### src/rtl/dec_exe_pipe_reg_pkg.sv
// Shared types and constants for the decode-to-execute stage register.
package dec_exe_pkg;

   localparam int unsigned REG_W     = 5;
   localparam int unsigned ALUCTRL_W = 4;

   // Result mux select encoding
   typedef enum logic [1:0] {
      RES_ALU = 2'd0,
      RES_MEM = 2'd1,
      RES_PC4 = 2'd2
   } result_src_e;

   // Decoded control bundle carried through the stage as one vector
   typedef struct packed {
      logic                 RegWrite;
      result_src_e          ResultSrc;
      logic                 MemWrite;
      logic                 Jump;
      logic                 JumpReg;
      logic                 Branch;
      logic [ALUCTRL_W-1:0] ALUControl;
      logic                 ALUSrc;
   } ctrl_t;

   localparam ctrl_t CTRL_NOP = '0;

endpackage

### src/rtl/dec_exe_pipe_reg_if.sv
// Decode-side inputs, hazard controls and execute-side outputs of the D/E register.
interface dec_exe_pipe_reg_if #(
   parameter int unsigned WIDTH     = 32,
   parameter int unsigned REG_W     = 5,
   parameter int unsigned ALUCTRL_W = 4,
   parameter int unsigned CNT_W     = 16
);

   // hazard controls
   logic                 StallE;
   logic                 FlushE;
   logic                 CntClr;

   // decode side
   logic                 ValidD;
   logic                 RegWriteD;
   logic                 MemWriteD;
   logic                 JumpD;
   logic                 JumpRegD;
   logic                 BranchD;
   logic                 ALUSrcD;
   logic [1:0]           ResultSrcD;
   logic [ALUCTRL_W-1:0] ALUControlD;
   logic [WIDTH-1:0]     RD1D;
   logic [WIDTH-1:0]     RD2D;
   logic [WIDTH-1:0]     PCD;
   logic [WIDTH-1:0]     ImmExtD;
   logic [WIDTH-1:0]     PCPlus4D;
   logic [REG_W-1:0]     Rs1D;
   logic [REG_W-1:0]     Rs2D;
   logic [REG_W-1:0]     RdD;

   // execute side
   logic                 ValidE;
   logic                 RegWriteE;
   logic                 MemWriteE;
   logic                 JumpE;
   logic                 JumpRegE;
   logic                 BranchE;
   logic                 ALUSrcE;
   logic [1:0]           ResultSrcE;
   logic [ALUCTRL_W-1:0] ALUControlE;
   logic [WIDTH-1:0]     RD1E;
   logic [WIDTH-1:0]     RD2E;
   logic [WIDTH-1:0]     PCE;
   logic [WIDTH-1:0]     ImmExtE;
   logic [WIDTH-1:0]     PCPlus4E;
   logic [REG_W-1:0]     Rs1E;
   logic [REG_W-1:0]     Rs2E;
   logic [REG_W-1:0]     RdE;

   // performance counters
   logic [CNT_W-1:0]     StallCount;
   logic [CNT_W-1:0]     FlushCount;

   // decode stage / hazard unit side
   modport master (
      output StallE, FlushE, CntClr,
      output ValidD, RegWriteD, MemWriteD, JumpD, JumpRegD, BranchD, ALUSrcD,
      output ResultSrcD, ALUControlD, RD1D, RD2D, PCD, ImmExtD, PCPlus4D,
      output Rs1D, Rs2D, RdD,
      input  ValidE, RegWriteE, MemWriteE, JumpE, JumpRegE, BranchE, ALUSrcE,
      input  ResultSrcE, ALUControlE, RD1E, RD2E, PCE, ImmExtE, PCPlus4E,
      input  Rs1E, Rs2E, RdE, StallCount, FlushCount
   );

   // pipeline register side
   modport slave (
      input  StallE, FlushE, CntClr,
      input  ValidD, RegWriteD, MemWriteD, JumpD, JumpRegD, BranchD, ALUSrcD,
      input  ResultSrcD, ALUControlD, RD1D, RD2D, PCD, ImmExtD, PCPlus4D,
      input  Rs1D, Rs2D, RdD,
      output ValidE, RegWriteE, MemWriteE, JumpE, JumpRegE, BranchE, ALUSrcE,
      output ResultSrcE, ALUControlE, RD1E, RD2E, PCE, ImmExtE, PCPlus4E,
      output Rs1E, Rs2E, RdE, StallCount, FlushCount
   );

endinterface

### src/rtl/dec_exe_pipe_reg_sat_counter.sv
// Saturating event counter with synchronous clear (clear beats increment).
module sat_counter #(
   parameter int unsigned CNT_W = 16
) (
   input  logic             CLK,
   input  logic             RST,
   input  logic             clr,
   input  logic             inc,
   output logic [CNT_W-1:0] count
);

   localparam logic [CNT_W-1:0] CNT_MAX = '1;

   // count up to all-ones and stick there until cleared
   always_ff @(posedge CLK or posedge RST) begin
      if (RST) begin
         count <= '0;
      end else if (clr) begin
         count <= '0;
      end else if (inc && (count != CNT_MAX)) begin
         count <= count + CNT_W'(1);
      end
   end

endmodule

### src/rtl/dec_exe_pipe_reg.sv
// Decode-to-execute pipeline register with stall, flush, valid and event counters.
module dec_exe_pipe_reg #(
   parameter int unsigned WIDTH     = 32,
   parameter int unsigned REG_W     = 5,
   parameter int unsigned ALUCTRL_W = 4,
   parameter int unsigned CNT_W     = 16
) (
   input logic               CLK,
   input logic               RST,
   dec_exe_pipe_reg_if.slave bus
);

   import dec_exe_pkg::*;

   ctrl_t            ctrl_d;
   ctrl_t            ctrl_q;
   logic             valid_q;
   logic [WIDTH-1:0] rd1_q;
   logic [WIDTH-1:0] rd2_q;
   logic [WIDTH-1:0] pc_q;
   logic [WIDTH-1:0] imm_q;
   logic [WIDTH-1:0] pc4_q;
   logic [REG_W-1:0] rs1_q;
   logic [REG_W-1:0] rs2_q;
   logic [REG_W-1:0] rd_q;
   logic             stall_inc;

   // pack the decoded control bits into one bundle
   always_comb begin
      ctrl_d            = CTRL_NOP;
      ctrl_d.RegWrite   = bus.RegWriteD;
      ctrl_d.ResultSrc  = result_src_e'(bus.ResultSrcD);
      ctrl_d.MemWrite   = bus.MemWriteD;
      ctrl_d.Jump       = bus.JumpD;
      ctrl_d.JumpReg    = bus.JumpRegD;
      ctrl_d.Branch     = bus.BranchD;
      ctrl_d.ALUControl = bus.ALUControlD;
      ctrl_d.ALUSrc     = bus.ALUSrcD;
   end

   // stage register: flush inserts a bubble, stall holds, otherwise load
   always_ff @(posedge CLK or posedge RST) begin
      if (RST) begin
         valid_q <= 1'b0;
         ctrl_q  <= CTRL_NOP;
         rd1_q   <= '0;
         rd2_q   <= '0;
         pc_q    <= '0;
         imm_q   <= '0;
         pc4_q   <= '0;
         rs1_q   <= '0;
         rs2_q   <= '0;
         rd_q    <= '0;
      end else if (bus.FlushE) begin
         valid_q <= 1'b0;
         ctrl_q  <= CTRL_NOP;
         rd1_q   <= '0;
         rd2_q   <= '0;
         pc_q    <= '0;
         imm_q   <= '0;
         pc4_q   <= '0;
         rs1_q   <= '0;
         rs2_q   <= '0;
         rd_q    <= '0;
      end else if (!bus.StallE) begin
         valid_q <= bus.ValidD;
         ctrl_q  <= ctrl_d;
         rd1_q   <= bus.RD1D;
         rd2_q   <= bus.RD2D;
         pc_q    <= bus.PCD;
         imm_q   <= bus.ImmExtD;
         pc4_q   <= bus.PCPlus4D;
         rs1_q   <= bus.Rs1D;
         rs2_q   <= bus.Rs2D;
         rd_q    <= bus.RdD;
      end
   end

   // a stall only counts when it is not overridden by a flush
   assign stall_inc = bus.StallE & ~bus.FlushE;

   sat_counter #(.CNT_W(CNT_W)) u_stall_cnt (
      .CLK   (CLK),
      .RST   (RST),
      .clr   (bus.CntClr),
      .inc   (stall_inc),
      .count (bus.StallCount)
   );

   sat_counter #(.CNT_W(CNT_W)) u_flush_cnt (
      .CLK   (CLK),
      .RST   (RST),
      .clr   (bus.CntClr),
      .inc   (bus.FlushE),
      .count (bus.FlushCount)
   );

   assign bus.ValidE      = valid_q;
   assign bus.RegWriteE   = ctrl_q.RegWrite;
   assign bus.ResultSrcE  = ctrl_q.ResultSrc;
   assign bus.MemWriteE   = ctrl_q.MemWrite;
   assign bus.JumpE       = ctrl_q.Jump;
   assign bus.JumpRegE    = ctrl_q.JumpReg;
   assign bus.BranchE     = ctrl_q.Branch;
   assign bus.ALUControlE = ctrl_q.ALUControl;
   assign bus.ALUSrcE     = ctrl_q.ALUSrc;
   assign bus.RD1E        = rd1_q;
   assign bus.RD2E        = rd2_q;
   assign bus.PCE         = pc_q;
   assign bus.ImmExtE     = imm_q;
   assign bus.PCPlus4E    = pc4_q;
   assign bus.Rs1E        = rs1_q;
   assign bus.Rs2E        = rs2_q;
   assign bus.RdE         = rd_q;

endmodule

### src/flat_wrapper.sv
// flat-port wrapper written by rule: the top's interface ports become plain ports
module dec_exe_pipe_reg_flat import dec_exe_pkg::*;
#(
   parameter int unsigned WIDTH     = 32,
   parameter int unsigned REG_W     = 5,
   parameter int unsigned ALUCTRL_W = 4,
   parameter int unsigned CNT_W     = 16
)
  (CLK, RST, bus_StallE, bus_FlushE, bus_CntClr, bus_ValidD, bus_RegWriteD, bus_MemWriteD, bus_JumpD, bus_JumpRegD, bus_BranchD, bus_ALUSrcD, bus_ResultSrcD, bus_ALUControlD, bus_RD1D, bus_RD2D, bus_PCD, bus_ImmExtD, bus_PCPlus4D, bus_Rs1D, bus_Rs2D, bus_RdD, bus_ValidE, bus_RegWriteE, bus_MemWriteE, bus_JumpE, bus_JumpRegE, bus_BranchE, bus_ALUSrcE, bus_ResultSrcE, bus_ALUControlE, bus_RD1E, bus_RD2E, bus_PCE, bus_ImmExtE, bus_PCPlus4E, bus_Rs1E, bus_Rs2E, bus_RdE, bus_StallCount, bus_FlushCount);
  dec_exe_pipe_reg_if #(.WIDTH(WIDTH), .REG_W(REG_W), .ALUCTRL_W(ALUCTRL_W), .CNT_W(CNT_W)) bus_i ();
  input logic CLK;
  input logic RST;
  input wire logic [$bits(bus_i.StallE)-1:0] bus_StallE;
  input wire logic [$bits(bus_i.FlushE)-1:0] bus_FlushE;
  input wire logic [$bits(bus_i.CntClr)-1:0] bus_CntClr;
  input wire logic [$bits(bus_i.ValidD)-1:0] bus_ValidD;
  input wire logic [$bits(bus_i.RegWriteD)-1:0] bus_RegWriteD;
  input wire logic [$bits(bus_i.MemWriteD)-1:0] bus_MemWriteD;
  input wire logic [$bits(bus_i.JumpD)-1:0] bus_JumpD;
  input wire logic [$bits(bus_i.JumpRegD)-1:0] bus_JumpRegD;
  input wire logic [$bits(bus_i.BranchD)-1:0] bus_BranchD;
  input wire logic [$bits(bus_i.ALUSrcD)-1:0] bus_ALUSrcD;
  input wire logic [$bits(bus_i.ResultSrcD)-1:0] bus_ResultSrcD;
  input wire logic [$bits(bus_i.ALUControlD)-1:0] bus_ALUControlD;
  input wire logic [$bits(bus_i.RD1D)-1:0] bus_RD1D;
  input wire logic [$bits(bus_i.RD2D)-1:0] bus_RD2D;
  input wire logic [$bits(bus_i.PCD)-1:0] bus_PCD;
  input wire logic [$bits(bus_i.ImmExtD)-1:0] bus_ImmExtD;
  input wire logic [$bits(bus_i.PCPlus4D)-1:0] bus_PCPlus4D;
  input wire logic [$bits(bus_i.Rs1D)-1:0] bus_Rs1D;
  input wire logic [$bits(bus_i.Rs2D)-1:0] bus_Rs2D;
  input wire logic [$bits(bus_i.RdD)-1:0] bus_RdD;
  output wire logic [$bits(bus_i.ValidE)-1:0] bus_ValidE;
  output wire logic [$bits(bus_i.RegWriteE)-1:0] bus_RegWriteE;
  output wire logic [$bits(bus_i.MemWriteE)-1:0] bus_MemWriteE;
  output wire logic [$bits(bus_i.JumpE)-1:0] bus_JumpE;
  output wire logic [$bits(bus_i.JumpRegE)-1:0] bus_JumpRegE;
  output wire logic [$bits(bus_i.BranchE)-1:0] bus_BranchE;
  output wire logic [$bits(bus_i.ALUSrcE)-1:0] bus_ALUSrcE;
  output wire logic [$bits(bus_i.ResultSrcE)-1:0] bus_ResultSrcE;
  output wire logic [$bits(bus_i.ALUControlE)-1:0] bus_ALUControlE;
  output wire logic [$bits(bus_i.RD1E)-1:0] bus_RD1E;
  output wire logic [$bits(bus_i.RD2E)-1:0] bus_RD2E;
  output wire logic [$bits(bus_i.PCE)-1:0] bus_PCE;
  output wire logic [$bits(bus_i.ImmExtE)-1:0] bus_ImmExtE;
  output wire logic [$bits(bus_i.PCPlus4E)-1:0] bus_PCPlus4E;
  output wire logic [$bits(bus_i.Rs1E)-1:0] bus_Rs1E;
  output wire logic [$bits(bus_i.Rs2E)-1:0] bus_Rs2E;
  output wire logic [$bits(bus_i.RdE)-1:0] bus_RdE;
  output wire logic [$bits(bus_i.StallCount)-1:0] bus_StallCount;
  output wire logic [$bits(bus_i.FlushCount)-1:0] bus_FlushCount;
  assign bus_i.StallE = bus_StallE;
  assign bus_i.FlushE = bus_FlushE;
  assign bus_i.CntClr = bus_CntClr;
  assign bus_i.ValidD = bus_ValidD;
  assign bus_i.RegWriteD = bus_RegWriteD;
  assign bus_i.MemWriteD = bus_MemWriteD;
  assign bus_i.JumpD = bus_JumpD;
  assign bus_i.JumpRegD = bus_JumpRegD;
  assign bus_i.BranchD = bus_BranchD;
  assign bus_i.ALUSrcD = bus_ALUSrcD;
  assign bus_i.ResultSrcD = bus_ResultSrcD;
  assign bus_i.ALUControlD = bus_ALUControlD;
  assign bus_i.RD1D = bus_RD1D;
  assign bus_i.RD2D = bus_RD2D;
  assign bus_i.PCD = bus_PCD;
  assign bus_i.ImmExtD = bus_ImmExtD;
  assign bus_i.PCPlus4D = bus_PCPlus4D;
  assign bus_i.Rs1D = bus_Rs1D;
  assign bus_i.Rs2D = bus_Rs2D;
  assign bus_i.RdD = bus_RdD;
  assign bus_ValidE = bus_i.ValidE;
  assign bus_RegWriteE = bus_i.RegWriteE;
  assign bus_MemWriteE = bus_i.MemWriteE;
  assign bus_JumpE = bus_i.JumpE;
  assign bus_JumpRegE = bus_i.JumpRegE;
  assign bus_BranchE = bus_i.BranchE;
  assign bus_ALUSrcE = bus_i.ALUSrcE;
  assign bus_ResultSrcE = bus_i.ResultSrcE;
  assign bus_ALUControlE = bus_i.ALUControlE;
  assign bus_RD1E = bus_i.RD1E;
  assign bus_RD2E = bus_i.RD2E;
  assign bus_PCE = bus_i.PCE;
  assign bus_ImmExtE = bus_i.ImmExtE;
  assign bus_PCPlus4E = bus_i.PCPlus4E;
  assign bus_Rs1E = bus_i.Rs1E;
  assign bus_Rs2E = bus_i.Rs2E;
  assign bus_RdE = bus_i.RdE;
  assign bus_StallCount = bus_i.StallCount;
  assign bus_FlushCount = bus_i.FlushCount;
  dec_exe_pipe_reg #(.WIDTH(WIDTH), .REG_W(REG_W), .ALUCTRL_W(ALUCTRL_W), .CNT_W(CNT_W)) u_core (.CLK(CLK), .RST(RST), .bus(bus_i));
endmodule
### config.mk
export PLATFORM = sky130hd
export DESIGN_NAME = dec_exe_pipe_reg_flat
export DESIGN_NICKNAME = d
export VERILOG_FILES = /design/src/rtl/dec_exe_pipe_reg_pkg.sv /design/src/rtl/dec_exe_pipe_reg_if.sv /design/src/rtl/dec_exe_pipe_reg_sat_counter.sv /design/src/rtl/dec_exe_pipe_reg.sv /design/src/flat_wrapper.sv
export SDC_FILE = /design/constraint.sdc
export NUM_CORES = 1
export LEC_CHECK = 0
export BUFFER_PORTS_ARGS = -buffer_cell sky130_fd_sc_hd__buf_2
export CORE_AREA = 8 8 154 156
export CTS_CLUSTER_DIAMETER = 60
export CTS_CLUSTER_SIZE = 28
export DETAILED_ROUTE_END_ITERATION = 8
export DIE_AREA = 0 0 162 164
export PLACE_DENSITY = 0.75
export SYNTH_ARGS = -nofsm -noshare
export SYNTH_HDL_FRONTEND = slang
export SYNTH_HIERARCHICAL = 1
export SYNTH_SLANG_ARGS = --single-unit
### constraint.sdc
create_clock -name CLK -period 14.2 [get_ports CLK]
set_input_delay 2.13 -clock CLK [delete_from_list [all_inputs] [get_ports CLK]]
set_output_delay 2.13 -clock CLK [all_outputs]
set_load 0.05 [all_outputs]
==> flow_summary.html <==
<table>
<tr><th>Metric</th><th>Value</th></tr>
<tr><th colspan="2">Global route</th></tr>
<tr><td>GRT Overall Usage</td><td>0.199</td></tr>
<tr><td>Via count of the first global-routing pass</td><td>7767</td></tr>
<tr><td>Largest net degree at the start of global routing</td><td>105</td></tr>
<tr><td>Initial antenna violation count</td><td>1</td></tr>
<tr><td>Remaining global-route overflow</td><td>0</td></tr>
<tr><td>Global-route wire length before repair</td><td>42700 um</td></tr>
<tr><th colspan="2">Placement</th></tr>
<tr><td>Port bufs</td><td>412</td></tr>
<tr><td>Weighted congestion reported at the end of routability-driven placement</td><td>0.849</td></tr>
<tr><td>Number of cells in the design after placement</td><td>~1.5k</td></tr>
<tr><td>DP Worst Slack</td><td>9450 ps</td></tr>
<tr><td>Post-DP HPWL</td><td>20500 um</td></tr>
<tr><th colspan="2">Power and ir drop</th></tr>
<tr><td>Power density normalized to cell area</td><td>119 mW/mm2</td></tr>
<tr><td>Leakage power total</td><td>6.80 nW</td></tr>
<tr><td>Peak supply drop</td><td>0.0000997 V</td></tr>
<tr><th colspan="2">Floorplan</th></tr>
<tr><td>Number of rows in the core area</td><td>between 50 and 60</td></tr>
<tr><td># IOs</td><td>413</td></tr>
<tr><td>Die width</td><td>162 um</td></tr>
<tr><td>Die ar.</td><td>around 0.027 mm2</td></tr>
<tr><td>Initial cell density of the core</td><td>0.443</td></tr>
<tr><td>Vertical die dimension</td><td>about 160 um</td></tr>
<tr><td>Area of the placeable core</td><td>0.0214 mm2</td></tr>
<tr><th colspan="2">Route</th></tr>
<tr><td>Number of routed nets with antenna violations</td><td>0</td></tr>
<tr><td>Via count of the routed design</td><td>~7.6k</td></tr>
<tr><td>Per-cell routed wire length</td><td>18.6 um</td></tr>
<tr><td>Drt first-iter violations</td><td>446</td></tr>
<tr><td>Total length of routed wires</td><td>27600 um</td></tr>
<tr><td>Via density per instance</td><td>about 5.1</td></tr>
<tr><td>DRC Markers</td><td>0</td></tr>
<tr><td>Pre-Repair DR Iteration Count</td><td>5</td></tr>
<tr><th colspan="2">Yosys</th></tr>
<tr><td>Fraction of registers with async set/reset</td><td>1.00</td></tr>
<tr><td>Share of synthesized cell area in full adder, half adder and majority cells</td><td>0.00265</td></tr>
<tr><td>Post-synth EDFFs</td><td>0</td></tr>
<tr><td>Xor and xnor fraction of the mapped netlist area</td><td>0</td></tr>
<tr><td>Number of synthesized register bits</td><td>220</td></tr>
<tr><td>Synth Area per Inst</td><td>11.7 um2</td></tr>
<tr><td>Largest family of logic cells by synthesized area</td><td>multiplexers</td></tr>
<tr><td>Gate count after technology mapping</td><td>810</td></tr>
<tr><td>Fraction of the mapped netlist area in compound gates</td><td>0.0310</td></tr>
<tr><td>Basic-gate share of the synthesized area counting and, or, nand and nor cells</td><td>0.140</td></tr>
<tr><td>Yosys warning count</td><td>6</td></tr>
<tr><td>Part of the Yosys area used for sequential elements</td><td>0.582</td></tr>
<tr><td>Net count after synthesis</td><td>1005</td></tr>
<tr><td>Flip-flop cell with the highest count after synthesis</td><td>sky130_fd_sc_hd__dfrtp_1</td></tr>
<tr><td>Post-synthesis cell area</td><td>0.00946 mm2</td></tr>
<tr><td>Number of distinct library cells after synthesis</td><td>32</td></tr>
<tr><td>Mux contribution to synthesized area</td><td>0.206</td></tr>
<tr><th colspan="2">STA</th></tr>
<tr><td>Final count of hold timing violations</td><td>0</td></tr>
<tr><td>Final Cycle Share</td><td>0.306</td></tr>
<tr><td>Worst clock skew</td><td>approximately 14 ps</td></tr>
<tr><td>Minimum clock period after layout</td><td>4350 ps</td></tr>
<tr><td>Setup violators final</td><td>0</td></tr>
<tr><td>Transition time at the pin with the least slew margin</td><td>around 1000 ps</td></tr>
<tr><td>Worst max-slew margin expressed relative to the limit</td><td>0.304</td></tr>
<tr><td>Final total negative setup slack</td><td>0 ps</td></tr>
<tr><td>Unrepaired setup endpoints after global routing</td><td>false</td></tr>
<tr><td>Highest achievable clock rate</td><td>230 MHz</td></tr>
<tr><td>Final max-slew violation count</td><td>0</td></tr>
<tr><td>Post-route setup slack</td><td>9850 ps</td></tr>
<tr><th colspan="2">Clocking</th></tr>
<tr><td>Buffer levels on the longest clock path</td><td>3</td></tr>
<tr><td>Post-CTS Setup Inserts</td><td>0</td></tr>
<tr><td>Worst skew pair latency</td><td>480 ps</td></tr>
<tr><td>Hold buffer count at CTS</td><td>0</td></tr>
<tr><td>TritonCTS clock tree</td><td>done</td></tr>
<tr><td>Depth of the CTS H-tree</td><td>1</td></tr>
<tr><td>Cell at the root of the clock tree</td><td>sky130_fd_sc_hd__clkbuf_16</td></tr>
<tr><td>Sink Count</td><td>220</td></tr>
<tr><td>Number of resized instances in the post-cts repair step</td><td>0</td></tr>
<tr><td>Number of buffers added by the clock tree synthesis step</td><td>16</td></tr>
<tr><td>Clock slew seen by the registers of the worst setup and hold paths</td><td>roughly 80 ps</td></tr>
<tr><th colspan="2">Final layout</th></tr>
<tr><td>Leading cell type in the layout, fill and taps excluded</td><td>sky130_fd_sc_hd__buf_2</td></tr>
<tr><td>Most used cells in the layout excluding fill and tap cells</td><td>sky130_fd_sc_hd__buf_2, sky130_fd_sc_hd__dfrtp_1, sky130_fd_sc_hd__nor2_1</td></tr>
<tr><td>Area added between synthesis and finish</td><td>28.8%</td></tr>
<tr><td>Count of nets after finishing</td><td>1390</td></tr>
<tr><td>Register Area</td><td>0.00551 mm2</td></tr>
<tr><td>Number of fill cells</td><td>1813</td></tr>
<tr><td>Final standard cell count with taps included and fillers excluded</td><td>1487</td></tr>
<tr><td>Fraction of layout cells with a size suffix above 1</td><td>0.379</td></tr>
<tr><td>Multi-input logic area</td><td>0.00358 mm2</td></tr>
<tr><th colspan="2">Setup path</th></tr>
<tr><td>Path depth of the worst reg2reg path</td><td>4</td></tr>
<tr><td>CP Capture Point</td><td>u_core/u_flush_cnt/count[14]</td></tr>
<tr><td>Slack of the worst reg-to-reg path</td><td>12160 ps</td></tr>
<tr><td>Required time of the critical path</td><td>14590 ps</td></tr>
<tr><td>Startpoint types</td><td>input port</td></tr>
<tr><td>Capturing element type of the critical path</td><td>register</td></tr>
<tr><td>Capture point of the worst reg-to-reg path</td><td>u_core/u_flush_cnt/count[0]</td></tr>
<tr><td>Crit Path Category</td><td>input port to register</td></tr>
<tr><td>CP Launch Point</td><td>bus_FlushE</td></tr>
<tr><td>Maximum net fanout on the critical path</td><td>104</td></tr>
<tr><td>Startpoint of the lowest-slack register-to-register path</td><td>u_core/u_flush_cnt/count[11]</td></tr>
<tr><td>Arrival time at the worst endpoint</td><td>4740 ps</td></tr>
<tr><th colspan="2">Job</th></tr>
<tr><td>Max-cap violations</td><td>0</td></tr>
<tr><th colspan="2">Worst hold path</th></tr>
<tr><td>Worst hold path type</td><td>register to register</td></tr>
<tr><th colspan="2">Status</th></tr>
<tr><td>Outcome</td><td>completed</td></tr>
</table>
cells by family (layout without fill, tap and decap cells):
group                    count (synthesis)  count (layout)
AND/OR/NAND/NOR                        287             287
flip-flops                             220             220
multiplexers                           194             194
buffers and inverters                   57             452
AO/OA/AOI/OAI                           50              50
adder cells (fa/ha/maj)                  2               2
other                                    0               2
report_power, final:
group | total [mW] | switching, mW | internal (mW)
clock | 0.500 | 0.243 | 0.257
combinational | 0.269 | 0.194 | 0.0747
sequential | 0.674 | 0.0176 | 0.657
metrics by stage:
stage	hold WS, ps	total power, mW	area [um2]	utilization
after floorplan	793	0.878	9460	-
after global placement	497	0.954	11600	0.543
after detailed placement	507	0.958	11600	0.543
after CTS	527	1.46	12200	0.570
after global routing	539	1.50	12200	0.570
final	521	1.44	12200	0.570
final cells by class:
type                    instances  area share
multi-input cells             533       0.294
repair buffers                417       0.174
well taps                     280      0.0288
clock buffers                  19      0.0364
diodes                          2    0.000411
clock inverters                 9      0.0116
flip-flops and latches        220       0.452
inverters                       7     0.00257
cell usage after synthesis (12+ instances only):
cell type | count | area, um2
sky130_fd_sc_hd__dfrtp_1 | 220 | 5510
sky130_fd_sc_hd__nor2_1 | 194 | 728
sky130_fd_sc_hd__mux2i_1 | 190 | 1900
sky130_fd_sc_hd__a21oi_1 | 24 | 120
sky130_fd_sc_hd__clkbuf_1 | 16 | 60.1
sky130_fd_sc_hd__nand3_1 | 14 | 70.1
sky130_fd_sc_hd__buf_6 | 13 | 146
sky130_fd_sc_hd__nand2_1 | 12 | 45.0
sky130_fd_sc_hd__or3_1 | 12 | 75.1
sky130_fd_sc_hd__or4_1 | 12 | 90.1
routing by layer:
| layer | global-route usage | part of all wire | vias to the layer above |
|---|---|---|---|
| met5 | 0 | 0 | - |
| met1 | 0.238 | 0.39 | 3613 |
| met4 | 0.0463 | 0.018 | 0 |
| met2 | 0.338 | 0.49 | 338 |
| met3 | 0.0704 | 0.10 | 34 |
| li1 | - | - | 3572 |
state kept, by name, indices dropped and copies added, names as in the netlist, 2 cells and up:
name and flops:
u_core/bus.ALUControlE 4, u_core/bus.ImmExtE 32, u_core/bus.PCE 32, u_core/bus.PCPlus4E 32
u_core/bus.RD1E 32, u_core/bus.RD2E 32, u_core/bus.RdE 5, u_core/bus.ResultSrcE 2
u_core/bus.Rs1E 5, u_core/bus.Rs2E 5, u_core/u_flush_cnt/count 16, u_core/u_stall_cnt/count 16
critical path, cell delays in order:
cell and delay (ps):
sky130_fd_sc_hd__buf_6 550, sky130_fd_sc_hd__buf_4 840, sky130_fd_sc_hd__nand2_1 330, sky130_fd_sc_hd__or4_1 560
sky130_fd_sc_hd__a21oi_1 170
worst min-delay path by stage:
stage / end / slack, ps / startpoint / depth (start not counted)
CTS: u_core/bus.RD1E[12] / 530 / u_core/bus.RD1E[12] / 2
detailed placement: u_core/bus.RD1E[19] / 510 / u_core/bus.RD1E[19] / 2
global placement: u_core/bus.RD2E[8] / 500 / u_core/bus.RD2E[8] / 2
floorplan: u_core/u_flush_cnt/count[14] / 790 / u_core/u_flush_cnt/count[14] / 2
finish: u_core/bus.RD2E[25] / 520 / u_core/bus.RD2E[25] / 2
global route: u_core/bus.RD1E[19] / 540 / u_core/bus.RD1E[19] / 2
(Power assumes the default switching activity.)
